<file path="src/rtl/mux_8x1_rr_sched.sv">
// Round-robin scheduler sharing one 8:1 single-bit mux path among 8 requesters.
// Each owner holds the path for at most MAX_BURST consecutive cycles.
// Optional macro MUX_SCHED_GAP_EN: inserts one idle GAP cycle on every
// change of owner (A -> B, A != B).
module mux_8x1_rr_sched #(
  parameter int unsigned MAX_BURST = 4
) (
  input  logic       clk,
  input  logic       rst,
  input  logic [7:0] req,
  input  logic [7:0] in,
  output logic [2:0] sel,
  output logic [7:0] grant,
  output logic       busy,
  output logic       y
);

  localparam int unsigned CNT_W = $clog2(MAX_BURST + 1);
  localparam int unsigned N_SRC = 8;

`ifdef MUX_SCHED_GAP_EN
  typedef enum logic [1:0] {IDLE = 2'd0, GRANT = 2'd1, GAP = 2'd2} state_t;
`else
  typedef enum logic [1:0] {IDLE = 2'd0, GRANT = 2'd1} state_t;
`endif

  state_t           state_q, state_d;
  logic [2:0]       sel_q, sel_d;
  logic [7:0]       grant_q, grant_d;
  logic             busy_q, busy_d;
  logic [CNT_W-1:0] cnt_q, cnt_d;
  logic [2:0]       last_q, last_d;

  logic [2:0]       win_c;
  logic             any_c;
  logic             hold_c;

  // Round-robin pick: search starts just after the last owner, wraps 7->0,
  // so the last owner is lowest priority but still eligible.
  function automatic logic [2:0] rr_pick(input logic [7:0] r, input logic [2:0] last);
    logic [2:0] idx;
    logic [2:0] pick;
    pick = last;
    for (int i = N_SRC - 1; i >= 0; i--) begin
      idx = 3'(last + 3'(i) + 3'd1);
      if (r[idx]) pick = idx;
    end
    return pick;
  endfunction

  // Arbitration inputs shared by all states.
  always_comb begin
    any_c  = |req;
    win_c  = rr_pick(req, last_q);
    hold_c = req[sel_q] && (cnt_q < CNT_W'(MAX_BURST));
  end

  // Next-state and registered-output logic.
  always_comb begin
    state_d = state_q;
    sel_d   = sel_q;
    grant_d = grant_q;
    busy_d  = busy_q;
    cnt_d   = cnt_q;
    last_d  = last_q;

    case (state_q)
      IDLE: begin
        if (any_c) begin
          state_d = GRANT;
          sel_d   = win_c;
          grant_d = 8'h01 << win_c;
          busy_d  = 1'b1;
          cnt_d   = CNT_W'(1);
          last_d  = win_c;
        end
      end

      GRANT: begin
        if (hold_c) begin
          cnt_d = cnt_q + CNT_W'(1);
        end else if (any_c) begin
`ifdef MUX_SCHED_GAP_EN
          if (win_c != sel_q) begin
            // Owner change: one dead cycle; last_q already points at the old owner.
            state_d = GAP;
            grant_d = '0;
            busy_d  = 1'b0;
            cnt_d   = '0;
          end else begin
            state_d = GRANT;
            grant_d = 8'h01 << win_c;
            busy_d  = 1'b1;
            cnt_d   = CNT_W'(1);
            last_d  = win_c;
          end
`else
          state_d = GRANT;
          sel_d   = win_c;
          grant_d = 8'h01 << win_c;
          busy_d  = 1'b1;
          cnt_d   = CNT_W'(1);
          last_d  = win_c;
`endif
        end else begin
          state_d = IDLE;
          grant_d = '0;
          busy_d  = 1'b0;
          cnt_d   = '0;
        end
      end

`ifdef MUX_SCHED_GAP_EN
      GAP: begin
        // Re-arbitrate from fresh requests after the dead cycle.
        if (any_c) begin
          state_d = GRANT;
          sel_d   = win_c;
          grant_d = 8'h01 << win_c;
          busy_d  = 1'b1;
          cnt_d   = CNT_W'(1);
          last_d  = win_c;
        end else begin
          state_d = IDLE;
        end
      end
`endif

      default: begin
        state_d = IDLE;
        grant_d = '0;
        busy_d  = 1'b0;
        cnt_d   = '0;
      end
    endcase
  end

  // State and output registers with asynchronous reset.
  always_ff @(posedge clk or posedge rst) begin
    if (rst) begin
      state_q <= IDLE;
      sel_q   <= '0;
      grant_q <= '0;
      busy_q  <= 1'b0;
      cnt_q   <= '0;
      last_q  <= 3'd7;
    end else begin
      state_q <= state_d;
      sel_q   <= sel_d;
      grant_q <= grant_d;
      busy_q  <= busy_d;
      cnt_q   <= cnt_d;
      last_q  <= last_d;
    end
  end

  assign sel   = sel_q;
  assign grant = grant_q;
  assign busy  = busy_q;

  // Gated mux output.
  assign y = busy_q & in[sel_q];

endmodule

</file>
<file path="config.mk">
export PLATFORM = sky130hd
export DESIGN_NAME = mux_8x1_rr_sched
export DESIGN_NICKNAME = d
export VERILOG_FILES = /design/src/rtl/mux_8x1_rr_sched.sv
export SDC_FILE = /design/constraint.sdc
export NUM_CORES = 1
export LEC_CHECK = 0
export BUFFER_PORTS_ARGS = -buffer_cell sky130_fd_sc_hd__buf_2
export CORE_UTILIZATION = 49
export CTS_CLUSTER_SIZE = 30
export DETAILED_ROUTE_END_ITERATION = 10
export GPL_TIMING_DRIVEN = 0
export HOLD_SLACK_MARGIN = 0.1
export PLACE_DENSITY = 0.71
export SYNTH_ARGS = -nofsm -noshare
export SYNTH_HDL_FRONTEND = slang
export SYNTH_SLANG_ARGS = --single-unit
</file>
<file path="constraint.sdc">
create_clock -name clk -period 5.38 [get_ports clk]
set_input_delay 1.076 -clock clk [delete_from_list [all_inputs] [get_ports clk]]
set_output_delay 1.076 -clock clk [all_outputs]
set_load 0.05 [all_outputs]
</file>
==> impl_metrics.csv <==
group,metric,value,unit
outcome,run_status,"completed",
worst_setup_path,path_cells,"clkbuf_1, inv_1, ha_1, buf_6, mux4_2, mux2_2, a221oi_1, a211o_1, a41o_1, nor2_1, a32o_1",
yosys,synth_area_per_cell,10.9,µm²
floorplan,row_count,21,
cells_and_area,area_delta_synth_final,14.1,%
clock_network,post_cts_buffers,0,
timing,slew_headroom,54.6,%
cells_and_area,fin_util,58.9,%
worst_setup_path,cp_slowest_stage_delay,0.58,ns
global_routing,met2_usage,35.2,%
min_path,hold_start,"grant[5]$_DFFE_PP0P_",
cells_and_area,final_layout_size_suffix_gt1_share,35.2,%
timing,max_freq,274,MHz
routing,via_per_inst,6.08,
yosys,synth_ff_type,"dfrtp_1",
timing,grt_setup_unrepaired,"false",
min_path,holdPathStages,2,
floorplan,die_w,61.5,µm
timing,maxSlewViolCount,0,
worst_setup_path,r2r_setup_slack,1.73,ns
floorplan,initial_core_util,51.6,%
min_path,hold_path.class,"flop to flop",
clock_network,cts_hold_buf,0,
floorplan,fp.dieH,61.5,µm
routing,drc,0,
placed_design,dp_slack,1.78,ns
routing,firstDrtPassIters,4,
worst_setup_path,timing.rr.start,"last_q[1]$_DFFE_PP1P_",
routing,ant_nets,0,
timing,timing.final.crit_period,3.65,ns
global_routing,grt_pass1_wl,6.30,mm
worst_setup_path,worst_r2r_endpoint,"grant[6]$_DFFE_PP0P_",
floorplan,io_pins,31,
global_routing,busiest_layer,"met2",
yosys,syn_inst,159,
global_routing,use_met1,33.4,%
timing,hold_violations,0,
floorplan,coreArea,0.00336,mm²
routing,wire_per_inst,16.8,µm
worst_setup_path,crit_fanout,10,
yosys,synth_area,0.00174,mm²
worst_setup_path,end_kind,"flop",
clock_network,cts_tree,"yes",
clock_network,cts_max_level,1,
clock_network,clockBufferDepth,2,
cells_and_area,num-nets-final,216,
placed_design,place_hpwl,3.12,mm
floorplan,die_area,0.00378,mm²
timing,setup_tns,0,ns
global_routing,grt_pass1_vias,1338,
global_routing,grtUsageMet3,2.73,%
yosys,syn_nets,181,
yosys,synthArstFlopShare,100,%
worst_setup_path,crit_required,5.57,ns
clock_network,clock_latency,0.29,ns
global_routing,grt_use_total,22.5,%
clock_network,clkSlewWorstSetupHoldPaths,0.11,ns
global_routing,grt_overflow,0,
global_routing,grt_max_degree,19,
timing,fin_skew,0.00162,ns
clock_network,clock-sinks,18,
job,maxCapViolCount,0,
timing,holdWs,0.484,ns
routing,dr_total_vias,1452,
timing,worst_pin_slew,0.680,ns
yosys,yosysSeqAreaShare,26.2,%
clock_network,numCtsBuffers,3,
global_routing,antenna_found_initial,0,
worst_setup_path,worstSetupStartpointType,"flop",
clock_network,cts.repair.resized,0,
placed_design,place_congestion,0.885,
timing,fin_crit_sh,67.9,%
routing,finalWirelength,4.03,mm
yosys,ys_warn_count,0,
worst_setup_path,reg2reg_depth,11,
worst_setup_path,crit_slowest_cell,"dfstp_2",
placed_design,portBuffers,30,
cells_and_area,diodes,0,
worst_setup_path,arrival,3.85,ns
worst_setup_path,criticalPathCategory,"flop to flop",
routing,drt_iter0_markers,42,
clock_network,cts-root-buf,"clkbuf_4",
yosys,synth-edff-count,0,
min_path,min_to,"grant[5]$_DFFE_PP0P_",
timing,setup_slack,1.73,ns
yosys,ys_types,46,
yosys,ys_ff_latch,18,
timing,setup-violations-final,0,
## cells in the final DEF (no fill, tap or decap), types with 6 or more instances in the layout
cell type,n
nand2_1,14
mux4_2,12
mux2_2,7
mux2i_1,17
nand3_1,7
buf_2,30
o31ai_1,6
dfrtp_1,15
## how the worst max path moves through the flow
stage	startpoint	slack, ns	endpoint
floorplan	in[1]	1.83	y
global placement	last_q[1]$_DFFE_PP1P_	1.86	grant[2]$_DFFE_PP0P_
detailed placement	last_q[1]$_DFFE_PP1P_	1.78	grant[6]$_DFFE_PP0P_
CTS	last_q[1]$_DFFE_PP1P_	1.77	grant[6]$_DFFE_PP0P_
global route	last_q[1]$_DFFE_PP1P_	1.54	grant[2]$_DFFE_PP0P_
finish	last_q[1]$_DFFE_PP1P_	1.73	grant[6]$_DFFE_PP0P_
## per-stage QoR
step	instances	instance area (µm²)
floorplan	159	1740
global placement	235	1940
detailed placement	235	1940
CTS	239	1980
global route	239	1980
finish	239	1980
## synthesized netlist by cell type, drive strengths merged (4+ instances only)
| master | n | area share (%) |
|---|---|---|
| a21oi | 6 | 1.9 |
| a32o | 4 | 2.3 |
| buf | 6 | 3.2 |
| dfrtp | 15 | 22 |
| ha | 4 | 2.9 |
| inv | 5 | 1.1 |
| mux2 | 7 | 4.5 |
| mux2i | 17 | 9.8 |
| mux4 | 13 | 17 |
| nand2 | 14 | 3.0 |
| nand2b | 4 | 1.4 |
| nand3 | 7 | 2.0 |
| nor2 | 5 | 1.1 |
| nor3 | 5 | 1.4 |
| o31ai | 7 | 3.8 |
| or2 | 4 | 1.6 |
## sequential cells by signal, indices dropped and copies added (netlist names)
signal and cells:
busy 1, last_q 3, grant 8, sel 3, cnt_q 3
## critical path, delay by kind of cell, from the launching register on
| kind | cells | cell delay [ns] |
|---|---|---|
| AOI/OAI and AO/OA | 4 | 1.00 |
| adders and majority gates | 1 | 0.32 |
| buffers and inverters | 3 | 0.67 |
| DFF | 1 | 0.58 |
| muxes | 2 | 0.89 |
| and+or+nand+nor | 1 | 0.07 |
## cell type report
cell class              count  area [µm²]
fillers                   319        1380
multi-input cells         127        1190
flip-flops and latches     18         454
repair buffers             30         150
plain buffers               9        67.6
well taps                  46        57.6
clock buffers               4        36.3
inverters                   5        18.8
## routing by layer
layer | vias to the layer above | share of wire [%] | wire (µm)
met5 | - | 0 | 0
met4 | 0 | 1.2 | 49
met3 | 6 | 3.4 | 137
met2 | 46 | 47 | 1900
met1 | 712 | 48 | 1940
li1 | 688 | - | -
## logic make-up after synthesis
| kind of cell | after synthesis | synth area share (%) |
|---|---|---|
| buf+inv | 14 | 4.97 |
| mux | 37 | 31.4 |
| compound gates | 34 | 15.9 |
| flops | 18 | 26.2 |
| fa+ha+maj | 4 | 2.88 |
| simple gates | 47 | 13.8 |
| xor+xnor | 5 | 4.83 |
Power is not shown: default switching activity piles up to over one toggle a cycle in this logic, so the estimate is an artifact.
